--- src/rtl/spi_frame_reader.sv ---
// rtl/spi_frame_reader.sv - SPI master that reads one 128-bit trigger frame per irq_n fall; optional OVERRUN_COUNT_EN adds overrun_count
module spi_frame_reader #(
    parameter int CLK_DIV  = 4,
    parameter int CS_GUARD = 8
) (
    input  logic        clk,
    input  logic        reset,
    input  logic        irq_n,
    output logic        spi_clk,
    output logic        spi_cs,
    input  logic        spi_si,
    output logic        frame_valid,
    input  logic        frame_ack,
    output logic [15:0] trig_id,
    output logic [47:0] trig_cycle,
    output logic        veto_flag,
    output logic        int_trig_flag,
    output logic [23:0] data,
    output logic        frame_error,
    output logic        busy
`ifdef OVERRUN_COUNT_EN
    ,
    output logic [7:0]  overrun_count
`endif
);

    localparam logic [2:0] ST_IDLE    = 3'd0;
    localparam logic [2:0] ST_SETUP   = 3'd1;
    localparam logic [2:0] ST_SHIFT   = 3'd2;
    localparam logic [2:0] ST_GUARD   = 3'd3;
    localparam logic [2:0] ST_PRESENT = 3'd4;

    localparam logic [7:0]  DIV_LAST   = 8'(CLK_DIV - 1);
    localparam logic [15:0] GUARD_LAST = 16'(CS_GUARD - 1);
    localparam logic [7:0]  START_BYTE = 8'h7E;
    localparam logic [7:0]  END_BYTE   = 8'h7D;

    logic [2:0]   state;
    logic         irq_s1;
    logic         irq_s2;
    logic         irq_prev;
    logic [1:0]   arm_cnt;
    logic         irq_armed;
    logic         irq_fall;
    logic         si_s1;
    logic         si_s2;
    logic         pending;
    logic         start_xfer;
    logic [7:0]   div_cnt;
    logic [6:0]   bit_cnt;
    logic         bit_done;
    logic [15:0]  guard_cnt;
    logic         rise_pulse;
    logic         rise_d1;
    logic         rise_d2;
    logic [127:0] shift_reg;
    logic         unused_bits;

    // Two-flop synchronisers; irq_n idles high, spi_si idles low.
    always_ff @(posedge clk or posedge reset) begin
        if (reset) begin
            irq_s1 <= 1'b1;
            irq_s2 <= 1'b1;
            si_s1  <= 1'b0;
            si_s2  <= 1'b0;
        end else begin
            irq_s1 <= irq_n;
            irq_s2 <= irq_s1;
            si_s1  <= spi_si;
            si_s2  <= si_s1;
        end
    end

    // Falling-edge detector, held off until the synchroniser has flushed its
    // reset value so a line already low at reset release is not seen as an edge.
    always_ff @(posedge clk or posedge reset) begin
        if (reset) begin
            irq_prev <= 1'b1;
            arm_cnt  <= 2'd0;
        end else begin
            irq_prev <= irq_s2;
            if (arm_cnt != 2'd3) begin
                arm_cnt <= arm_cnt + 2'd1;
            end
        end
    end

    assign irq_armed  = (arm_cnt == 2'd3);
    assign irq_fall   = irq_armed & irq_prev & ~irq_s2;
    assign start_xfer = (state == ST_IDLE) && (irq_fall || pending);
    assign busy       = (state != ST_IDLE);

    // One-deep request memory for interrupts that arrive while a frame is in flight.
    always_ff @(posedge clk or posedge reset) begin
        if (reset) begin
            pending <= 1'b0;
        end else if (start_xfer) begin
            pending <= 1'b0;
        end else if (irq_fall && (state != ST_IDLE)) begin
            pending <= 1'b1;
        end
    end

`ifdef OVERRUN_COUNT_EN
    // Counts interrupts folded into an already-pending request, saturating.
    always_ff @(posedge clk or posedge reset) begin
        if (reset) begin
            overrun_count <= 8'd0;
        end else if (irq_fall && pending && (overrun_count != 8'hFF)) begin
            overrun_count <= overrun_count + 8'd1;
        end
    end
`endif

    // Sequencer: chip select, SPI clock generation, guard time and frame hand-off.
    always_ff @(posedge clk or posedge reset) begin
        if (reset) begin
            state         <= ST_IDLE;
            spi_cs        <= 1'b1;
            spi_clk       <= 1'b0;
            div_cnt       <= 8'd0;
            bit_cnt       <= 7'd0;
            bit_done      <= 1'b0;
            guard_cnt     <= 16'd0;
            rise_pulse    <= 1'b0;
            frame_valid   <= 1'b0;
            trig_id       <= 16'd0;
            trig_cycle    <= 48'd0;
            veto_flag     <= 1'b0;
            int_trig_flag <= 1'b0;
            data          <= 24'd0;
            frame_error   <= 1'b0;
        end else begin
            rise_pulse <= 1'b0;
            case (state)
                ST_IDLE: begin
                    if (start_xfer) begin
                        state   <= ST_SETUP;
                        spi_cs  <= 1'b0;
                        div_cnt <= 8'd0;
                    end
                end
                ST_SETUP: begin
                    if (div_cnt == DIV_LAST) begin
                        state    <= ST_SHIFT;
                        div_cnt  <= 8'd0;
                        bit_cnt  <= 7'd0;
                        bit_done <= 1'b0;
                    end else begin
                        div_cnt <= div_cnt + 8'd1;
                    end
                end
                ST_SHIFT: begin
                    // bit_done marks the 128th falling edge; cs rises one cycle later.
                    if (bit_done) begin
                        state     <= ST_GUARD;
                        spi_cs    <= 1'b1;
                        guard_cnt <= 16'd0;
                    end else if (div_cnt == DIV_LAST) begin
                        div_cnt <= 8'd0;
                        if (!spi_clk) begin
                            spi_clk    <= 1'b1;
                            rise_pulse <= 1'b1;
                        end else begin
                            spi_clk <= 1'b0;
                            if (bit_cnt == 7'd127) begin
                                bit_done <= 1'b1;
                            end else begin
                                bit_cnt <= bit_cnt + 7'd1;
                            end
                        end
                    end else begin
                        div_cnt <= div_cnt + 8'd1;
                    end
                end
                ST_GUARD: begin
                    if (guard_cnt == GUARD_LAST) begin
                        state         <= ST_PRESENT;
                        frame_valid   <= 1'b1;
                        trig_id       <= shift_reg[119:104];
                        trig_cycle    <= shift_reg[87:40];
                        veto_flag     <= shift_reg[39];
                        int_trig_flag <= shift_reg[38];
                        data          <= shift_reg[31:8];
                        frame_error   <= (shift_reg[127:120] != START_BYTE) ||
                                         (shift_reg[7:0] != END_BYTE);
                    end else begin
                        guard_cnt <= guard_cnt + 16'd1;
                    end
                end
                ST_PRESENT: begin
                    if (frame_ack) begin
                        state       <= ST_IDLE;
                        frame_valid <= 1'b0;
                    end
                end
                default: begin
                    state       <= ST_IDLE;
                    spi_cs      <= 1'b1;
                    spi_clk     <= 1'b0;
                    frame_valid <= 1'b0;
                end
            endcase
        end
    end

    // Capture delayed two cycles after each rising spi_clk so the synchronised
    // sample corresponds to the line value at the rise.
    always_ff @(posedge clk or posedge reset) begin
        if (reset) begin
            rise_d1   <= 1'b0;
            rise_d2   <= 1'b0;
            shift_reg <= 128'd0;
        end else begin
            rise_d1 <= rise_pulse;
            rise_d2 <= rise_d1;
            if (rise_d2) begin
                shift_reg <= {shift_reg[126:0], si_s2};
            end
        end
    end

    // Reserved frame bits carry no decoded field.
    assign unused_bits = ^{shift_reg[103:88], shift_reg[37:32]};

endmodule

--- config.mk ---
export PLATFORM = sky130hd
export DESIGN_NAME = spi_frame_reader
export DESIGN_NICKNAME = d
export VERILOG_FILES = /design/src/rtl/spi_frame_reader.sv
export SDC_FILE = /design/constraint.sdc
export NUM_CORES = 1
export LEC_CHECK = 0
export CAP_MARGIN = 10
export CORE_MARGIN = 3
export CORE_UTILIZATION = 30
export DETAILED_ROUTE_END_ITERATION = 10
export PLACE_DENSITY = 0.47
export RECOVER_POWER = 25
export SLEW_MARGIN = 20
export SYNTH_ARGS = -nofsm -noshare
export SYNTH_HDL_FRONTEND = slang
export SYNTH_SLANG_ARGS = --single-unit
--- constraint.sdc ---
create_clock -name clk -period 11.45 [get_ports clk]
set_input_delay 1.145 -clock clk [delete_from_list [all_inputs] [get_ports clk]]
set_output_delay 1.145 -clock clk [all_outputs]
set_load 0.01 [all_outputs]
==> results.json <==
{
  "critPathRequiredTime_ns": 12.00,
  "finalSetupTns_ns": 0,
  "routed-via-count": 6032,
  "synth_seq_cells": 268,
  "ctsHoldBuffers": 0,
  "drtAntennaViolNets": 0,
  "fin_area_sq_mm": 0.0132,
  "chipHeight_microns": 196,
  "skew_ns": 0.0140,
  "drt_iter0_drc": 212,
  "grt_max_degree": 136,
  "status": "finished with violations",
  "setup_violations": 0,
  "clock_sinks": 268,
  "cts_post_setup_buffers_inserted": 0,
  "clkLatencyLatePin_ns": 0.54,
  "postRouteWirelength_microns": 20100,
  "relSlewSlack_pct": -307,
  "post-route-period-util_pct": 50.0,
  "route.detailed.drc": 0,
  "cts_max_level": 1,
  "violations": "capacitance limit, slew limit",
  "synth_compound_area_share_pct": 3.77,
  "syn-cell-area_sq_mm": 0.0108,
  "core_sq_mm": 0.0351,
  "path_max_fanout": 135,
  "drt-wirelength-per-cell_microns": 15.3,
  "synth_top_family_by_area": "multiplexers",
  "largest_reg_flops": 128,
  "path_buf_inv": 3,
  "track_usage_pct": 10.5,
  "r2r-start": "rise_d2",
  "ys.warnings.count": 0,
  "cts.root.buffer_cell": "clkbuf_16",
  "netlist_instances": 734,
  "synth_edf_count": 0,
  "io_buffers": 99,
  "die_x_microns": 196,
  "path_class": "in2async",
  "instances_no_fill": 1314,
  "yosys.area_share.simple_pct": 6.09,
  "cpMaxStageDelayCell": "clkinvlp_2",
  "power_density_mw_per_mm2": 163,
  "layout.nets": 845,
  "via_per_inst": 4.59,
  "num_io_pins": 100,
  "finalCriticalPeriod_ns": 5.73,
  "path_delay_family": "buffers and inverters",
  "rows": 68,
  "numPlacedInstances": 1259,
  "synth-seq-area-share_pct": 62.1,
  "drive_above_1_share_pct": 31.5,
  "fillers": 3405,
  "clock.fmax_mhz": 175,
  "yosys.cell_count.top_type": "dfrtp_1",
  "post-synth-top-area-cell": "dfrtp_1",
  "worst_pin_slew_ns": 6.07,
  "synthTopCellsByArea": "dfrtp_1, mux2_2, mux2_4, nand2_1, o21ai_0",
  "cp_cell_sequence": "dlygate4sd3_1 > clkinvlp_2 > buf_4",
  "grt_pass1_vias": 6156,
  "initial_utilization_pct": 30.8,
  "placedInstanceArea_sq_mm": 0.0122,
  "synth_common_cells": "dfrtp_1, mux2_2, mux2_4",
  "synth_top_cell_area_share_pct": 61.1,
  "hold_start": "rise_d1",
  "cts_buffers": 30,
  "synth_nets": 743,
  "p_leak_nw": 6.37,
  "place.gp.congestion": 0.678,
  "path_clk_slew_ns": 0.05,
  "post_synth_fa_ha_maj_area_fraction_pct": 0.463,
  "rsz0062_at_grt": "no",
  "final-hold-violation-count": 0,
  "drv_slew": 197,
  "crit_start": "reset",
  "grt_overflow": 0,
  "cts_tree": "built",
  "synth_xor_area_share_pct": 0.405,
  "crit_path_start_kind": "input port",
  "die_area_sq_mm": 0.0383,
  "slowest_delay_ns": 3.33,
  "grt_first_pass_wirelength_microns": 34000,
  "cts_buffer_depth": 3,
  "avgSynthCellArea_sq_um": 14.7,
  "synth_top_flop_cell": "dfrtp_1",
  "post_cts_resized": 0,
  "antennaDiodeCount": 0,
  "end_kind": "asynchronous set/reset pin",
  "synth.distinct_cells": 49,
  "async_reset_ff_share_pct": 100,
  "first_pass_iters": 4,
  "hold_class": "reg2reg",
  "vdd_drop_max_mv": 0.0957,
  "dp_hpwl_microns": 12000,
  "drv_cap": 2,
  "power.total_w": 0.00215,
  "syn_to_final_growth_pct": 22.0,
  "cp.arrival_ns": 6.28,
  "synth.area.mux_share_pct": 25.0,
  "antenna_found_initial": 0
}
[cell families after synthesis]
family,Yosys count
compound gates,66
xor+xnor,5
fa+ha+maj,4
buf+inv,44
flops,268
mux,222
simple gates,125
[placed cells by master (no fill, tap or decap), types with 4 or more instances in the layout]
cell,count
dfstp_2,4
and3_1,5
ha_1,4
nand3_1,13
mux2_2,163
a21oi_1,14
or3_1,4
clkbuf_1,14
o21ai_0,23
a22o_1,7
clkbuf_8,4
clkbuf_16,31
dfrtp_1,264
nor2b_1,6
a31oi_1,5
nor2_1,13
mux2_4,56
nand2_1,43
inv_1,10
nand4_1,5
buf_4,4
nor3_1,10
clkdlybuf4s50_1,96
nor4_1,6
o31ai_1,4
[area by class of cell]
cell class	instances	area [sq um]	area share, %
sequential	268	6710	50.9
tap	455	569	4.32
clock inverter	6	82.6	0.626
clock buffer	49	883	6.70
timing repair buffer	103	1020	7.74
multi-input combinational	422	3870	29.4
inverter	11	42.5	0.323
[metrics by stage]
| stage | hold slack (ns) | worst slack (ns) | util (%) |
|---|---|---|---|
| finish | 0.351 | 5.72 | 37.6 |
| global route | 0.355 | 4.64 | 37.6 |
| CTS | 0.353 | 8.10 | 37.6 |
| detailed placement | 0.340 | 8.04 | 34.9 |
| global placement | 0.340 | 8.04 | 34.9 |
| floorplan | 0.331 | 2.93 | - |
[worst reg2reg max path: cells and delay by family (launching register included)]
family   cells  cell delay [ns]
flops        1             2.01
mux          1             0.51
buf+inv      1             0.98
[final timing paths]
| path | to | slack (ns) | cells past startpoint |
|---|---|---|---|
| worst max register to register | shift_reg[10] | 7.84 | 2 |
| min in group asynchronous | trig_cycle[36] | 2.93 | 2 |
| worst min-delay path | rise_d2 | 0.35 | 0 |
| worst min register to register | rise_d2 | 0.35 | 0 |
| max in group clk | shift_reg[10] | 7.84 | 2 |
| worst max-delay path | shift_reg[51] | 5.72 | 3 |
[routing by layer]
metal	global-route usage [%]	wire length [microns]	part of all wire (%)
met1	16.2	10200	51
met2	14.7	8430	42
met3	2.40	1090	5.4
met4	2.90	378	1.9
met5	0	0	0
[power breakdown]
group / total [W] / internal, W / switching (W)
Clock: 0.000939 / 0.000568 / 0.000372
Sequential: 0.00102 / 0.000974 / 0.0000420
Combinational: 0.000199 / 0.0000739 / 0.000125
(Power assumes the default switching activity.)
